[src/rtl/multicycle_control_unit_pkg.sv]
// Shared types for the multicycle control unit: ISA fields, ALU ops, FSM state and fault codes.
package multicycle_control_unit_pkg;

    typedef enum logic [5:0] {
        OP_RTYPE = 6'h00, OP_J     = 6'h02, OP_JAL  = 6'h03, OP_BEQ  = 6'h04,
        OP_BNE   = 6'h05, OP_ADDI  = 6'h08, OP_ADDIU = 6'h09, OP_SLTI = 6'h0A,
        OP_SLTIU = 6'h0B, OP_ANDI  = 6'h0C, OP_ORI  = 6'h0D, OP_XORI = 6'h0E,
        OP_LUI   = 6'h0F, OP_LW    = 6'h23, OP_SW   = 6'h2B, OP_HALT = 6'h3F
    } opcode_t;

    typedef enum logic [5:0] {
        F_SLL  = 6'h00, F_SRL = 6'h02, F_JR  = 6'h08, F_ADD  = 6'h20,
        F_ADDU = 6'h21, F_SUB = 6'h22, F_SUBU = 6'h23, F_AND = 6'h24,
        F_OR   = 6'h25, F_XOR = 6'h26, F_NOR = 6'h27, F_SLT  = 6'h2A,
        F_SLTU = 6'h2B
    } funct_t;

    typedef enum logic [3:0] {
        ALU_SLL, ALU_SRL, ALU_ADD, ALU_SUB, ALU_AND,
        ALU_OR, ALU_XOR, ALU_NOR, ALU_SLT, ALU_SLTU
    } aluop_t;

    typedef enum logic [2:0] {FETCH, DECODE, EXEC, MEM, WB, HALT} mc_state_t;

    typedef enum logic [1:0] {FLT_NONE, FLT_OVF, FLT_TIMEOUT, FLT_ILLEGAL} mc_fault_t;

    function automatic logic is_legal(opcode_t op, funct_t fn);
        logic w_ok;
        w_ok = 1'b0;
        case (op)
            OP_RTYPE: begin
                case (fn)
                    F_SLL, F_SRL, F_JR, F_ADD, F_ADDU, F_SUB, F_SUBU,
                    F_AND, F_OR, F_XOR, F_NOR, F_SLT, F_SLTU: w_ok = 1'b1;
                    default: w_ok = 1'b0;
                endcase
            end
            OP_J, OP_JAL, OP_BEQ, OP_BNE, OP_ADDI, OP_ADDIU, OP_SLTI, OP_SLTIU,
            OP_ANDI, OP_ORI, OP_XORI, OP_LUI, OP_LW, OP_SW, OP_HALT: w_ok = 1'b1;
            default: w_ok = 1'b0;
        endcase
        return w_ok;
    endfunction

endpackage

[src/rtl/multicycle_control_unit_if.sv]
// Bundle between the IR/datapath and the multicycle control unit.
interface multicycle_control_unit_if;
    import multicycle_control_unit_pkg::*;

    opcode_t   opcode;
    funct_t    funct;
    logic      Zero, Overflow, ihit, dhit;
    logic      iREN, IR_EN, PC_EN;
    logic [1:0] PC_src;
    logic      Ext_src, LUI_src;
    logic [1:0] portb_src, RegDst;
    logic      RegWEN;
    aluop_t    ALU_op;
    logic      MemRead, MemWrite;
    logic [1:0] MemtoReg;
    logic      halt;
    mc_fault_t fault;
    mc_state_t state;

    modport master (
        input  opcode, funct, Zero, Overflow, ihit, dhit,
        output iREN, IR_EN, PC_EN, PC_src, Ext_src, LUI_src, portb_src, RegDst,
               RegWEN, ALU_op, MemRead, MemWrite, MemtoReg, halt, fault, state
    );

    modport slave (
        output opcode, funct, Zero, Overflow, ihit, dhit,
        input  iREN, IR_EN, PC_EN, PC_src, Ext_src, LUI_src, portb_src, RegDst,
               RegWEN, ALU_op, MemRead, MemWrite, MemtoReg, halt, fault, state
    );
endinterface

[src/rtl/mc_wait_timer.sv]
// Memory-wait watchdog: counts consecutive wait cycles and flags when the limit is reached.
module mc_wait_timer #(
    parameter int MEM_TIMEOUT = 255,
    parameter int TMR_W       = $clog2(MEM_TIMEOUT + 1)
) (
    input  logic CLK,
    input  logic nRST,
    input  logic count_en,
    input  logic clear,
    output logic expired
);
    localparam logic [TMR_W-1:0] LIMIT = TMR_W'(MEM_TIMEOUT);

    logic [TMR_W-1:0] r_cnt;

    always_ff @(posedge CLK or negedge nRST) begin
        if (!nRST)         r_cnt <= '0;
        else if (clear)    r_cnt <= '0;
        else if (count_en) r_cnt <= r_cnt + TMR_W'(1);
    end

    assign expired = (r_cnt == LIMIT);
endmodule

[src/rtl/multicycle_control_unit.sv]
// Multicycle control FSM: FETCH/DECODE/EXEC/MEM/WB/HALT with watchdog, overflow trap and fault code.
module multicycle_control_unit
    import multicycle_control_unit_pkg::*;
#(
    parameter int MEM_TIMEOUT = 255,
    parameter int TMR_W       = $clog2(MEM_TIMEOUT + 1),
    parameter bit OVF_TRAP    = 1'b1
) (
    input logic CLK,
    input logic nRST,
    multicycle_control_unit_if.master cuif
);
    mc_state_t r_state;
    mc_fault_t r_fault;
    logic w_count_en, w_clear, w_expired, w_ovf_op, w_ovf_trap;

    assign w_count_en = ((r_state == FETCH) && !cuif.ihit) || ((r_state == MEM) && !cuif.dhit);
    // Expiry forces HALT, so the counter restarts along with the state change.
    assign w_clear    = !w_count_en || w_expired;
    assign w_ovf_op   = (cuif.opcode == OP_ADDI) ||
                        ((cuif.opcode == OP_RTYPE) && ((cuif.funct == F_ADD) || (cuif.funct == F_SUB)));
    assign w_ovf_trap = OVF_TRAP && cuif.Overflow && w_ovf_op;

    mc_wait_timer #(.MEM_TIMEOUT(MEM_TIMEOUT), .TMR_W(TMR_W)) u_wait_timer (
        .CLK(CLK), .nRST(nRST), .count_en(w_count_en), .clear(w_clear), .expired(w_expired)
    );

    always_ff @(posedge CLK or negedge nRST) begin
        if (!nRST) begin
            r_state <= FETCH;
            r_fault <= FLT_NONE;
        end else begin
            case (r_state)
                FETCH: begin
                    if (cuif.ihit) r_state <= DECODE;
                    else if (w_expired) begin r_state <= HALT; r_fault <= FLT_TIMEOUT; end
                end
                DECODE: begin
                    if (cuif.opcode == OP_HALT) begin r_state <= HALT; r_fault <= FLT_NONE; end
                    else if (!is_legal(cuif.opcode, cuif.funct)) begin r_state <= HALT; r_fault <= FLT_ILLEGAL; end
                    else r_state <= EXEC;
                end
                EXEC: begin
                    if (w_ovf_trap) begin r_state <= HALT; r_fault <= FLT_OVF; end
                    else begin
                        case (cuif.opcode)
                            OP_BEQ, OP_BNE, OP_J: r_state <= FETCH;
                            OP_RTYPE:             r_state <= (cuif.funct == F_JR) ? FETCH : WB;
                            OP_LW, OP_SW:         r_state <= MEM;
                            default:              r_state <= WB;
                        endcase
                    end
                end
                MEM: begin
                    if (cuif.dhit) r_state <= (cuif.opcode == OP_LW) ? WB : FETCH;
                    else if (w_expired) begin r_state <= HALT; r_fault <= FLT_TIMEOUT; end
                end
                WB:      r_state <= FETCH;
                HALT:    r_state <= HALT;
                default: r_state <= FETCH;
            endcase
        end
    end

    assign cuif.state = r_state;
    assign cuif.fault = r_fault;
    assign cuif.halt  = (r_state == HALT);

    always_comb begin
        cuif.iREN = 1'b0;      cuif.IR_EN = 1'b0;    cuif.PC_EN = 1'b0;
        cuif.PC_src = 2'b00;   cuif.Ext_src = 1'b0;  cuif.LUI_src = 1'b0;
        cuif.portb_src = 2'b00; cuif.RegDst = 2'b00; cuif.RegWEN = 1'b0;
        cuif.ALU_op = ALU_SLL; cuif.MemRead = 1'b0;  cuif.MemWrite = 1'b0;
        cuif.MemtoReg = 2'b00;
        case (r_state)
            FETCH: begin
                cuif.iREN  = 1'b1;
                cuif.IR_EN = cuif.ihit;
            end
            EXEC: begin
                case (cuif.opcode)
                    OP_RTYPE: begin
                        case (cuif.funct)
                            F_SLL:          begin cuif.ALU_op = ALU_SLL; cuif.portb_src = 2'b10; end
                            F_SRL:          begin cuif.ALU_op = ALU_SRL; cuif.portb_src = 2'b10; end
                            F_ADD, F_ADDU:  cuif.ALU_op = ALU_ADD;
                            F_SUB, F_SUBU:  cuif.ALU_op = ALU_SUB;
                            F_AND:          cuif.ALU_op = ALU_AND;
                            F_OR:           cuif.ALU_op = ALU_OR;
                            F_XOR:          cuif.ALU_op = ALU_XOR;
                            F_NOR:          cuif.ALU_op = ALU_NOR;
                            F_SLT:          cuif.ALU_op = ALU_SLT;
                            F_SLTU:         cuif.ALU_op = ALU_SLTU;
                            F_JR:           begin cuif.PC_EN = 1'b1; cuif.PC_src = 2'b11; end
                            default:        cuif.ALU_op = ALU_SLL;
                        endcase
                    end
                    OP_BEQ: begin
                        cuif.ALU_op = ALU_SUB; cuif.Ext_src = 1'b1; cuif.PC_EN = 1'b1;
                        cuif.PC_src = cuif.Zero ? 2'b01 : 2'b00;
                    end
                    OP_BNE: begin
                        cuif.ALU_op = ALU_SUB; cuif.Ext_src = 1'b1; cuif.PC_EN = 1'b1;
                        cuif.PC_src = cuif.Zero ? 2'b00 : 2'b01;
                    end
                    OP_J:                 begin cuif.PC_EN = 1'b1; cuif.PC_src = 2'b10; end
                    OP_ADDI, OP_ADDIU,
                    OP_LW, OP_SW:         begin cuif.ALU_op = ALU_ADD;  cuif.portb_src = 2'b01; cuif.Ext_src = 1'b1; end
                    OP_SLTI:              begin cuif.ALU_op = ALU_SLT;  cuif.portb_src = 2'b01; cuif.Ext_src = 1'b1; end
                    OP_SLTIU:             begin cuif.ALU_op = ALU_SLTU; cuif.portb_src = 2'b01; cuif.Ext_src = 1'b1; end
                    OP_ANDI:              begin cuif.ALU_op = ALU_AND;  cuif.portb_src = 2'b01; end
                    OP_ORI:               begin cuif.ALU_op = ALU_OR;   cuif.portb_src = 2'b01; end
                    OP_XORI:              begin cuif.ALU_op = ALU_XOR;  cuif.portb_src = 2'b01; end
                    OP_LUI:               begin cuif.ALU_op = ALU_OR;   cuif.portb_src = 2'b01; cuif.LUI_src = 1'b1; end
                    default:              cuif.ALU_op = ALU_SLL;
                endcase
            end
            MEM: begin
                cuif.ALU_op   = ALU_ADD;
                cuif.MemRead  = (cuif.opcode == OP_LW);
                cuif.MemWrite = (cuif.opcode == OP_SW);
                cuif.PC_EN    = (cuif.opcode == OP_SW) && cuif.dhit;
            end
            WB: begin
                cuif.RegWEN = 1'b1;
                cuif.PC_EN  = 1'b1;
                case (cuif.opcode)
                    OP_RTYPE: cuif.RegDst = 2'b00;
                    OP_LW:    begin cuif.RegDst = 2'b01; cuif.MemtoReg = 2'b01; end
                    OP_JAL:   begin cuif.RegDst = 2'b10; cuif.MemtoReg = 2'b10; cuif.PC_src = 2'b10; end
                    default:  cuif.RegDst = 2'b01;
                endcase
            end
            default: ;
        endcase
    end
endmodule

[src/flat_wrapper.sv]
// flat-port wrapper written by rule: the top's interface ports become plain ports
module multicycle_control_unit_flat import multicycle_control_unit_pkg::*;
#(
    parameter int MEM_TIMEOUT = 255,
    parameter int TMR_W       = $clog2(MEM_TIMEOUT + 1),
    parameter bit OVF_TRAP    = 1'b1
)
  (CLK, nRST, cuif_opcode, cuif_funct, cuif_Zero, cuif_Overflow, cuif_ihit, cuif_dhit, cuif_iREN, cuif_IR_EN, cuif_PC_EN, cuif_PC_src, cuif_Ext_src, cuif_LUI_src, cuif_portb_src, cuif_RegDst, cuif_RegWEN, cuif_ALU_op, cuif_MemRead, cuif_MemWrite, cuif_MemtoReg, cuif_halt, cuif_fault, cuif_state);
  multicycle_control_unit_if cuif_i ();
  input logic CLK;
  input logic nRST;
  input wire logic [$bits(cuif_i.opcode)-1:0] cuif_opcode;
  input wire logic [$bits(cuif_i.funct)-1:0] cuif_funct;
  input wire logic [$bits(cuif_i.Zero)-1:0] cuif_Zero;
  input wire logic [$bits(cuif_i.Overflow)-1:0] cuif_Overflow;
  input wire logic [$bits(cuif_i.ihit)-1:0] cuif_ihit;
  input wire logic [$bits(cuif_i.dhit)-1:0] cuif_dhit;
  output wire logic [$bits(cuif_i.iREN)-1:0] cuif_iREN;
  output wire logic [$bits(cuif_i.IR_EN)-1:0] cuif_IR_EN;
  output wire logic [$bits(cuif_i.PC_EN)-1:0] cuif_PC_EN;
  output wire logic [$bits(cuif_i.PC_src)-1:0] cuif_PC_src;
  output wire logic [$bits(cuif_i.Ext_src)-1:0] cuif_Ext_src;
  output wire logic [$bits(cuif_i.LUI_src)-1:0] cuif_LUI_src;
  output wire logic [$bits(cuif_i.portb_src)-1:0] cuif_portb_src;
  output wire logic [$bits(cuif_i.RegDst)-1:0] cuif_RegDst;
  output wire logic [$bits(cuif_i.RegWEN)-1:0] cuif_RegWEN;
  output wire logic [$bits(cuif_i.ALU_op)-1:0] cuif_ALU_op;
  output wire logic [$bits(cuif_i.MemRead)-1:0] cuif_MemRead;
  output wire logic [$bits(cuif_i.MemWrite)-1:0] cuif_MemWrite;
  output wire logic [$bits(cuif_i.MemtoReg)-1:0] cuif_MemtoReg;
  output wire logic [$bits(cuif_i.halt)-1:0] cuif_halt;
  output wire logic [$bits(cuif_i.fault)-1:0] cuif_fault;
  output wire logic [$bits(cuif_i.state)-1:0] cuif_state;
  assign cuif_i.opcode = cuif_opcode;
  assign cuif_i.funct = cuif_funct;
  assign cuif_i.Zero = cuif_Zero;
  assign cuif_i.Overflow = cuif_Overflow;
  assign cuif_i.ihit = cuif_ihit;
  assign cuif_i.dhit = cuif_dhit;
  assign cuif_iREN = cuif_i.iREN;
  assign cuif_IR_EN = cuif_i.IR_EN;
  assign cuif_PC_EN = cuif_i.PC_EN;
  assign cuif_PC_src = cuif_i.PC_src;
  assign cuif_Ext_src = cuif_i.Ext_src;
  assign cuif_LUI_src = cuif_i.LUI_src;
  assign cuif_portb_src = cuif_i.portb_src;
  assign cuif_RegDst = cuif_i.RegDst;
  assign cuif_RegWEN = cuif_i.RegWEN;
  assign cuif_ALU_op = cuif_i.ALU_op;
  assign cuif_MemRead = cuif_i.MemRead;
  assign cuif_MemWrite = cuif_i.MemWrite;
  assign cuif_MemtoReg = cuif_i.MemtoReg;
  assign cuif_halt = cuif_i.halt;
  assign cuif_fault = cuif_i.fault;
  assign cuif_state = cuif_i.state;
  multicycle_control_unit #(.MEM_TIMEOUT(MEM_TIMEOUT), .TMR_W(TMR_W), .OVF_TRAP(OVF_TRAP)) u_core (.CLK(CLK), .nRST(nRST), .cuif(cuif_i));
endmodule
[config.mk]
export PLATFORM = sky130hd
export DESIGN_NAME = multicycle_control_unit_flat
export DESIGN_NICKNAME = d
export VERILOG_FILES = /design/src/rtl/multicycle_control_unit_pkg.sv /design/src/rtl/multicycle_control_unit_if.sv /design/src/rtl/mc_wait_timer.sv /design/src/rtl/multicycle_control_unit.sv /design/src/flat_wrapper.sv
export SDC_FILE = /design/constraint.sdc
export NUM_CORES = 1
export LEC_CHECK = 0
export ABC_AREA = 0
export CAP_MARGIN = 20
export CELL_PAD_IN_SITES_DETAIL_PLACEMENT = 1
export CELL_PAD_IN_SITES_GLOBAL_PLACEMENT = 2
export CORE_MARGIN = 1
export CORE_UTILIZATION = 22
export DETAILED_ROUTE_END_ITERATION = 6
export HOLD_SLACK_MARGIN = 0.08
export PLACE_DENSITY_LB_ADDON = 0.25
export SLEW_MARGIN = 20
export SYNTH_ARGS = -nofsm -noshare
export SYNTH_HDL_FRONTEND = slang
export SYNTH_SLANG_ARGS = --single-unit
[constraint.sdc]
create_clock -name CLK -period 2 [get_ports CLK]
set_input_delay 0.4 -clock CLK [delete_from_list [all_inputs] [get_ports CLK]]
set_output_delay 0.4 -clock CLK [all_outputs]
set_load 0.005 [all_outputs]
==> results by group, run 1 <==
Outcome
  – Outcome: finished, violations left
  – Violated checks: negative setup slack

Critical path
  – Buf/Inv on CP: 5
  – CP Capture Type: primary output
  – Startpoint types: input port
  – Worst Path Arrival: 1.94 ns
  – Slowest cell on crit path: or4_4
  – Crit path max fanout: 5
  – Worst endpoint required time: 1.60 ns
  – CP cell instances: buf_6, or4_4, buf_4, buf_6, buf_6, nor3_4, a21oi_2, nor3b_1, buf_2
  – Family with the most delay on the worst path: simple AND/OR/NAND/NOR gates
  – Kind of critical path: input port to primary output
  – Most common cell on crit path: buf_6
  – CP peak stage delay: 0.55 ns

Layout
  – Layout cell share with drive strength beyond 1: 48.2%
  – Area Growth Syn to Fin: 100%
  – Fin util: a little under half
  – Layout Nets: 319
  – Multi-input logic area: between 1000 and 1500 um2
  – Fill count: 696
  – Final instance area: 2630 um2
  – Diode count: 0
  – Sequential Area: 325 um2

Synthesis
  – Predominant post-synthesis flop cell: dfrtp_1
  – Warnings, synthesis: 0
  – Sequential share of the synthesized area: 24.8%
  – Leading area contributor after synthesis: dfrtp_1
  – Top-area cell type share of the netlist area: between 20% and 30%
  – Synth top area cells: dfrtp_1, nor2_1, nor3_1
  – Count leader, synth: nor2_1
  – Synthesized instance count: 180
  – Number of synthesized flops with an enable pin: 0
  – Most common library cells after synthesis: nor2_1, nor3_1, dfrtp_1
  – Synthesized Nets: 199
  – Post-synth cell types: 46
  – Synth Register Bits: 13
  – Avg Cell Area, Syn: about 7.3 um2
  – Mapped Area: 1310 um2
  – Asr flop ratio synth: 100%

Timing
  – Final Skew: 0.00165 ns
  – Worst-margin pin slew: 0.793 ns
  – Rel. slew slack: between 40% and 50%
  – Fin. Hold Viols: 0
  – Setup repair after global routing missed its margin: true
  – Hold Slack: 0.484 ns
  – Setup TNS: -1.97 ns
  – Count of final setup violators: 13
  – Final Cycle Share: 117%
  – Slew Viols, Final: 0
  – Fmax: 427 MHz
  – Min Tclk post-route: between 2 and 2.5 ns
  – Final WS setup: -0.340 ns

Global route
  – GRT overflow: 0
  – Initial antenna violation count: 0
  – Met2 Use GR: 34.3%
  – Vias in the first global route: 1814
  – Total GRT Usage: 18.6%
  – Largest net degree at the start of global routing: 15
  – Grt met1 use: 23.7%
  – First-pass GRT wire length: approximately 9.1 mm
  – Met3 usage in global routing: under 10%
  – GR peak layer: met2

Clock tree
  – CTS H-Tree Depth: 1
  – CTS Buf Count: 3
  – Hold-fix buffers at CTS: 0
  – Root Driver: clkbuf_8
  – CTS tree: yes
  – Sink Count: 13
  – Clock transition at path regs: 0.06 ns
  – CTS Buffer Depth: 2
  – Worst-Skew Late Latency: 0.24 ns

Route
  – TritonRoute pass-1 iters: 4
  – Vias after detailed routing: 1821
  – Vias per Instance: ~4.9
  – DR WL/cell: 15.1 um
  – DRT iter0 DRCs: about 50
  – Final WL: 5.60 mm
  – Remaining antenna violation count after routing: 0
  – # DRC: 0

Die
  – Die area: 6270 um2
  – Core footprint: 5640 um2
  – Die width: slightly below 80 um
  – Initial Util: 23.2%
  – Std cell rows: 27
  – Die outline height: 79.2 um
  – Io pins: 44

Power
  – Tot Pwr: 0.00174 W
  – Lkg Pwr: 1.18 nW
  – PwrDens: 665 nW/um2
  – Maximum vdd drop: 0.440 mV

Placed design
  – Placed inst area: 2260 um2
  – Final HPWL DP: 4.04 mm
  – GPL Wtd Cong: 0.779
  – I/O Buffers: 43

Job
  – Max-cap violations: 0

Worst hold path
  – Min-Delay Path Class: flip-flop to flip-flop
-- cell type report --
cell class                      instances  area share (%)
Multi-Input combinational cell        148            42.5
Inverter                                8            1.14
Sequential cell                        13            12.4
Clock buffer                            4            1.72
Tap cell                               72            3.43
Timing Repair Buffer                  126            38.8
-- state kept, by name, summed over array words and instances (netlist names) --
register and count:
u_core.u_wait_timer.r_cnt 8, u_core.cuif.state 3, u_core.cuif.fault 2
-- cells in the final DEF, fill, tap and decap left out, types with 5 or more instances in the layout --
master           netlist  final
buf_4                  1     71
nor2_1                25     18
buf_6                  0     17
buf_2                  1     16
dfrtp_1               13     13
clkdlybuf4s50_1        0     11
nand3_1               10      9
nor3_1                14      8
a21oi_1               10      8
inv_1                  8      7
nand2_1               10      7
dlygate4sd2_1          0      7
nor2_4                 0      6
o21ai_0                7      5
-- stage by stage --
stage	cells	worst slack, ns
after floorplan	180	-0.0155
after global placement	346	-0.949
after detailed placement	346	-0.986
after CTS	366	-0.418
after global routing	371	-0.401
final	371	-0.340
-- power breakdown --
group          internal [W]  switching (W)  total [W]
combinational      0.000636       0.000520    0.00116
sequential         0.000317      0.0000386   0.000355
clock              0.000141      0.0000930   0.000234
-- layer usage --
layer	wire (um)	up-vias
li1	-	897
met1	2580	895
met2	2890	27
met3	112	2
met4	19	0
met5	0	-
-- cells by family (layout without fill, tap and decap cells) --
kind of cell	Yosys count	after routing	synth area share [%]
xor gates and xnor gates	8	8	5.34
adders and majority gates	1	1	0.954
and+or+nand+nor	91	91	36.9
DFF	13	13	24.8
AOI/OAI and AO/OA	48	48	26.1
buffers and inverters	19	138	5.82
-- worst paths after layout --
kind / start / to / slack [ns] / depth (start not counted)
min in group asynchronous: nRST / u_core.cuif.state[0] / 0.54 / 1
max: cuif_opcode[2] / cuif_PC_src[0] / -0.34 / 9
min: u_core.u_wait_timer.r_cnt[0] / u_core.u_wait_timer.r_cnt[0] / 0.48 / 1
max reg2reg: u_core.u_wait_timer.r_cnt[0] / u_core.cuif.fault[1] / 0.20 / 6
min reg2reg: u_core.u_wait_timer.r_cnt[0] / u_core.u_wait_timer.r_cnt[0] / 0.48 / 1
max in group asynchronous: nRST / u_core.u_wait_timer.r_cnt[6] / 1.07 / 1
-- timing repair --
action / CTS / global route
endpoints found under the setup margin: 25 / 21
hold endpoints to repair: 0 / 0
buffers inserted: 16 / 6
pin swaps: 24 / 17
resized for setup: 146 / 16
Note: power is estimated with default switching activity, not from simulation.
==> inputs of run 2 (changes only) <==
Settings changed: CTS_BUF_LIST set to sky130_fd_sc_hd__clkbuf_16.
==> run 2 against run 1 <==
Compared with the run above: the run still ends with negative setup slack left; power grew 6.7%; clock skew up 0.0033 ns; via count fell by 0.93%; cell count is 0.54% lower; combinational power barely moved; global-route usage fell by 0.12 points; final area grew 0.67%; routed wire length increased by 0.77%; largest cell class unchanged; highest routed layer unchanged.
==> results by group, run 2 (same netlist as run 1, synthesis figures left out) <==
Global route
  – Grt met1 use: around a quarter
  – Met2 Use GR: between 30% and 40%
  – Largest net degree at the start of global routing: 15
  – Vias in the first global route: 1811
  – Total GRT Usage: a little under a fifth
  – Initial antenna violation count: 0
  – GRT overflow: 0
  – Met3 usage in global routing: under 10%
  – GR peak layer: met2
  – First-pass GRT wire length: a little over 9 mm

Placed design
  – Final HPWL DP: 4.04 mm
  – Placed inst area: 2260 um2
  – GPL Wtd Cong: 0.779
  – Placed cell count: ~350
  – I/O Buffers: 43

Die
  – Core footprint: roughly 5600 um2
  – Initial Util: 23.2%
  – Die outline height: between 70 and 80 um
  – Std cell rows: 27
  – Io pins: between 40 and 50
  – Die width: 79.2 um
  – Die area: 6270 um2

Layout
  – Max reg flops: 8
  – Most common cell after layout, fill and taps aside: buf_4
  – Multi-input logic area: roughly 1100 um2
  – Area Growth Syn to Fin: 102%
  – Fill count: 692
  – Fin util: 46.8%
  – Layout Nets: ~320
  – Non-filler cells, final: 369
  – Layout cell share with drive strength beyond 1: 47.1%
  – Sequential Area: 325 um2
  – Diode count: 0
  – Final instance area: 2640 um2
  – Reg with most FFs: u_core.u_wait_timer.r_cnt
  – Commonest non-fill, non-tap cells in the layout: buf_4, nor2_1, buf_6

Route
  – Remaining antenna violation count after routing: 0
  – Vias after detailed routing: 1804
  – DRT iter0 DRCs: 27
  – Final WL: roughly 5.6 mm
  – TritonRoute pass-1 iters: 4
  – # DRC: 0
  – Vias per Instance: around 4.9
  – DR WL/cell: approximately 15 um

Power
  – Maximum vdd drop: 0.472 mV
  – Tot Pwr: ~0.0019 W
  – Lkg Pwr: 1.21 nW
  – PwrDens: approximately 700 nW/um2

Timing
  – Setup TNS: -1.95 ns
  – Final Cycle Share: 117%
  – Worst-margin pin slew: 0.823 ns
  – Final WS setup: -0.339 ns
  – Final Skew: 0.00492 ns
  – Fin. Hold Viols: 0
  – Count of final setup violators: 14
  – Setup repair after global routing missed its margin: true
  – Rel. slew slack: 43.7%
  – Min Tclk post-route: 2.34 ns
  – Fmax: 427 MHz
  – Slew Viols, Final: 0

Clock tree
  – Root Driver: clkbuf_16
  – CTS Buf Count: 3
  – Sink Count: 13
  – Hold-fix buffers at CTS: 0
  – Clock transition at path regs: approximately 0.05 ns
  – Worst-Skew Late Latency: around 0.24 ns
  – CTS H-Tree Depth: 1
  – CTS Buffer Depth: 2
  – CTS tree: yes

Critical path
  – Crit path max fanout: 5
  – CP Capture Type: primary output
  – Worst Path Arrival: 1.94 ns
  – Worst endpoint required time: ~1.6 ns
  – Kind of critical path: input port to primary output
  – Startpoint types: input port

Outcome
  – Violated checks: negative setup slack
  – Outcome: finished, violations left

Worst hold path
  – Min-Delay Path Class: flip-flop to flip-flop

Job
  – Max-cap violations: 0
[run 2: critical path: stages]
cell and delay, ns:
buf_6 0.09, or4_4 0.55, buf_4 0.16, buf_6 0.10
buf_6 0.13, nor3_4 0.12, a21oi_2 0.07, nor3b_1 0.17
buf_2 0.14
[run 2: layout make-up]
| cell class | count | share of cell area (%) |
|---|---|---|
| multi-input cells | 148 | 42.0 |
| repair buffers | 124 | 38.1 |
| flip-flops and latches | 13 | 12.3 |
| well taps | 72 | 3.41 |
| clock buffers | 3 | 2.84 |
| inverters | 8 | 1.14 |
| clock inverters | 1 | 0.142 |
[run 2: power by group]
group / total (W) / switching [W] / internal, W / leakage, nW
clock: 0.000368 / 0.000105 / 0.000263 / 0.0423
combinational: 0.00114 / 0.000517 / 0.000619 / 0.993
sequential: 0.000357 / 0.0000401 / 0.000317 / 0.171
total: 0.00186 / 0.000662 / 0.00120 / 1.21
[run 2: metrics by stage]
step | setup slack, ns | hold WS [ns]
final | -0.339 | 0.482
after global routing | -0.401 | 0.503
after CTS | -0.418 | 0.487
after detailed placement | -0.986 | 0.479
after global placement | -0.949 | 0.476
after floorplan | -0.0155 | 0.104
[run 2: metal layers]
metal	wire [um]	vias up	part of all wire, %
li1	-	891	-
met1	2600	882	46
met2	2880	27	51
met3	116	4	2.1
met4	36	0	0.64
met5	0	-	0
[run 2: final timing paths]
kind,startpoint,to,slack (ns),depth (start not counted)
max,cuif_opcode[2],cuif_PC_src[0],-0.34,9
min reg2reg,u_core.u_wait_timer.r_cnt[0],u_core.u_wait_timer.r_cnt[0],0.48,1
max in group asynchronous,nRST,u_core.u_wait_timer.r_cnt[5],1.07,1
max reg2reg,u_core.cuif.state[1],u_core.cuif.fault[1],0.14,8
min,u_core.u_wait_timer.r_cnt[0],u_core.u_wait_timer.r_cnt[0],0.48,1
min in group asynchronous,nRST,u_core.cuif.state[0],0.54,1
[run 2: timing repair]
action / 4_1_cts / 5_1_grt
resized for setup: 145 / 13
pin swaps: 23 / 13
buffers inserted: 16 / 3
endpoints found under the setup margin: 25 / 21
==> inputs of run 3 (changes only) <==
Settings changed: SKIP_LAST_GASP set to 1.
==> run 3 against run 2 <==
Compared with the run above: core utilization up 0.58 points; setup slack better by 0.057 ns; clock power about the same; the flow still finishes with violations (negative setup slack); hold slack about the same; final area up 1.2%; clock-buffer cell count unchanged; fmax up 2.5%; critical path type unchanged.
==> results by group, run 3 (same netlist as run 1, synthesis figures left out) <==
Global route
  – Initial antenna violation count: 0
  – Vias in the first global route: between 1500 and 2000
  – GRT overflow: 0
  – Largest net degree at the start of global routing: 15
  – First-pass GRT wire length: 9.00 mm
  – Total GRT Usage: 18.3%

Critical path
  – CP peak stage delay: 0.55 ns
  – Slowest cell on crit path: or4_4
  – Kind of critical path: input port to primary output
  – Most common cell on crit path: buf_6
  – Worst Path Arrival: 1.88 ns
  – R2R Setup Slk: around 0.18 ns
  – CP cell instances: buf_6, or4_4, nor4_4, buf_4, buf_6, nand4_1, a21oi_1, buf_2
  – CP Capture Type: primary output
  – Startpoint types: input port
  – Worst endpoint required time: 1.60 ns
  – Crit path max fanout: 4

Timing
  – Final Skew: 0.00631 ns
  – Worst-margin pin slew: ~0.9 ns
  – Fmax: 438 MHz
  – Min Tclk post-route: 2.28 ns
  – Final WS setup: -0.282 ns
  – Rel. slew slack: just under 40%
  – Fin. Hold Viols: 0
  – Slew Viols, Final: 0
  – Setup repair after global routing missed its margin: true
  – Count of final setup violators: 14
  – Final Cycle Share: 114%

Layout
  – Non-filler cells, final: about 370
  – Reg with most FFs: u_core.u_wait_timer.r_cnt
  – Layout Nets: 316
  – Fill count: 690
  – Max reg flops: 8
  – Diode count: 0
  – Area Growth Syn to Fin: 104%
  – Fin util: 47.4%
  – Commonest non-fill, non-tap cells in the layout: buf_4, nor2_1, buf_6
  – Most common cell after layout, fill and taps aside: buf_4
  – Layout cell share with drive strength beyond 1: 48.3%

Route
  – TritonRoute pass-1 iters: 4
  – Vias after detailed routing: 1809
  – DRT iter0 DRCs: 53
  – Vias per Instance: between 4 and 5
  – Final WL: 5.72 mm
  – Remaining antenna violation count after routing: 0
  – # DRC: 0
  – DR WL/cell: about 16 um

Power
  – Clock share of power: 19.8%
  – Pint: 0.00120 W
  – Gate power share: 61.0%
  – Lkg Pwr: 1.20 nW
  – PwrDens: 698 nW/um2
  – Net Sw Frac: a little over a third
  – Seq pwr share: 19.1%
  – Maximum vdd drop: 0.472 mV
  – P_sw: 0.000669 W

Job
  – Max-cap violations: 0

Outcome
  – Violated checks: negative setup slack
  – Outcome: finished, violations left

Placed design
  – I/O Buffers: 43
  – Place WS: -0.986 ns
  – Placed cell count: between 300 and 400
  – Final HPWL DP: 4.04 mm
  – GPL Wtd Cong: 0.779

Clock tree
  – CTS H-Tree Depth: 1
  – CTS Buf Count: 3
  – CTS tree: yes
  – Clock transition at path regs: 0.05 ns
  – CTS Buffer Depth: 2
  – Root Driver: clkbuf_16
  – Worst-Skew Late Latency: 0.24 ns
  – Sink Count: 13

Die
  – Io pins: 44
  – Std cell rows: 27
  – Die area: 6270 um2
  – Initial Util: roughly 23%
  – Die outline height: 79.2 um
  – Die width: about 80 um
  – Core footprint: 5640 um2

Worst hold path
  – Min-Delay Path Class: flip-flop to flip-flop
[run 3: cell types whose count changed in the layout (fill, tap and decap cells not counted), moves of 2 or more]
| cell | delta |
|---|---|
| buf_4 | -2 |
| clkbuf_2 | +3 |
| clkdlybuf4s15_2 | +2 |
| buf_2 | -3 |
| buf_6 | -2 |
[run 3: power groups by stage]
stage	registers, W	clock network [W]	logic (W)
floorplan	0.000372	0	0.000392
global placement	0.000353	0	0.000985
detailed placement	0.000355	0	0.000992
CTS	0.000356	0.000377	0.00111
global route	0.000362	0.000390	0.00123
finish	0.000357	0.000370	0.00114
[run 3: final cells by class]
cell class | instances | area, um2 | area share [%]
multi-input cells | 148 | 1130 | 42.4
clock buffers | 3 | 75.1 | 2.81
clock inverters | 1 | 3.75 | 0.140
repair buffers | 123 | 1020 | 38.0
inverters | 8 | 30.0 | 1.12
well taps | 72 | 90.1 | 3.37
flip-flops and latches | 13 | 325 | 12.2
[run 3: timing repair]
action,in CTS,in global routing
setup buffers,16,3
hold buffers,0,0
hold endpoints to repair,0,0
pin swaps,23,15
endpoints found under the setup margin,25,22
resized for setup,135,25
[run 3: final timing paths]
check | endpoint | cells after the start | from
setup / recovery | cuif_ALU_op[3] | 8 | cuif_opcode[2]
hold / removal | u_core.u_wait_timer.r_cnt[0] | 1 | u_core.u_wait_timer.r_cnt[0]
setup reg to reg | u_core.cuif.fault[1] | 6 | u_core.u_wait_timer.r_cnt[0]
hold reg to reg | u_core.u_wait_timer.r_cnt[0] | 1 | u_core.u_wait_timer.r_cnt[0]
max in group asynchronous | u_core.u_wait_timer.r_cnt[5] | 1 | nRST
min in group asynchronous | u_core.cuif.state[0] | 1 | nRST
[run 3: metal layers]
layer / global-route usage (%) / share of wire (%) / vias to the layer above
li1: - / - / 891
met1: 23.5 / 45 / 886
met2: 33.3 / 52 / 26
met3: 2.07 / 1.7 / 6
met4: 2.18 / 1.0 / 0
met5: 0 / 0 / -
[run 3: critical path, delay by kind of cell]
kind	cells	cell delay [ns]
AOI/OAI and AO/OA	1	0.14
buffers and inverters	4	0.48
and+or+nand+nor	3	0.86
[run 3: stage by stage]
stage / setup TNS [ns] / power [W] / hold slack [ns] / cell area, um2
floorplan: -0.0155 / 0.000764 / 0.104 / 1330
detailed placement: -16.23 / 0.00135 / 0.479 / 2260
CTS: -3.26 / 0.00184 / 0.487 / 2580
global placement: -15.96 / 0.00134 / 0.476 / 2260
global route: -2.96 / 0.00198 / 0.503 / 2680
finish: -2.16 / 0.00187 / 0.482 / 2680
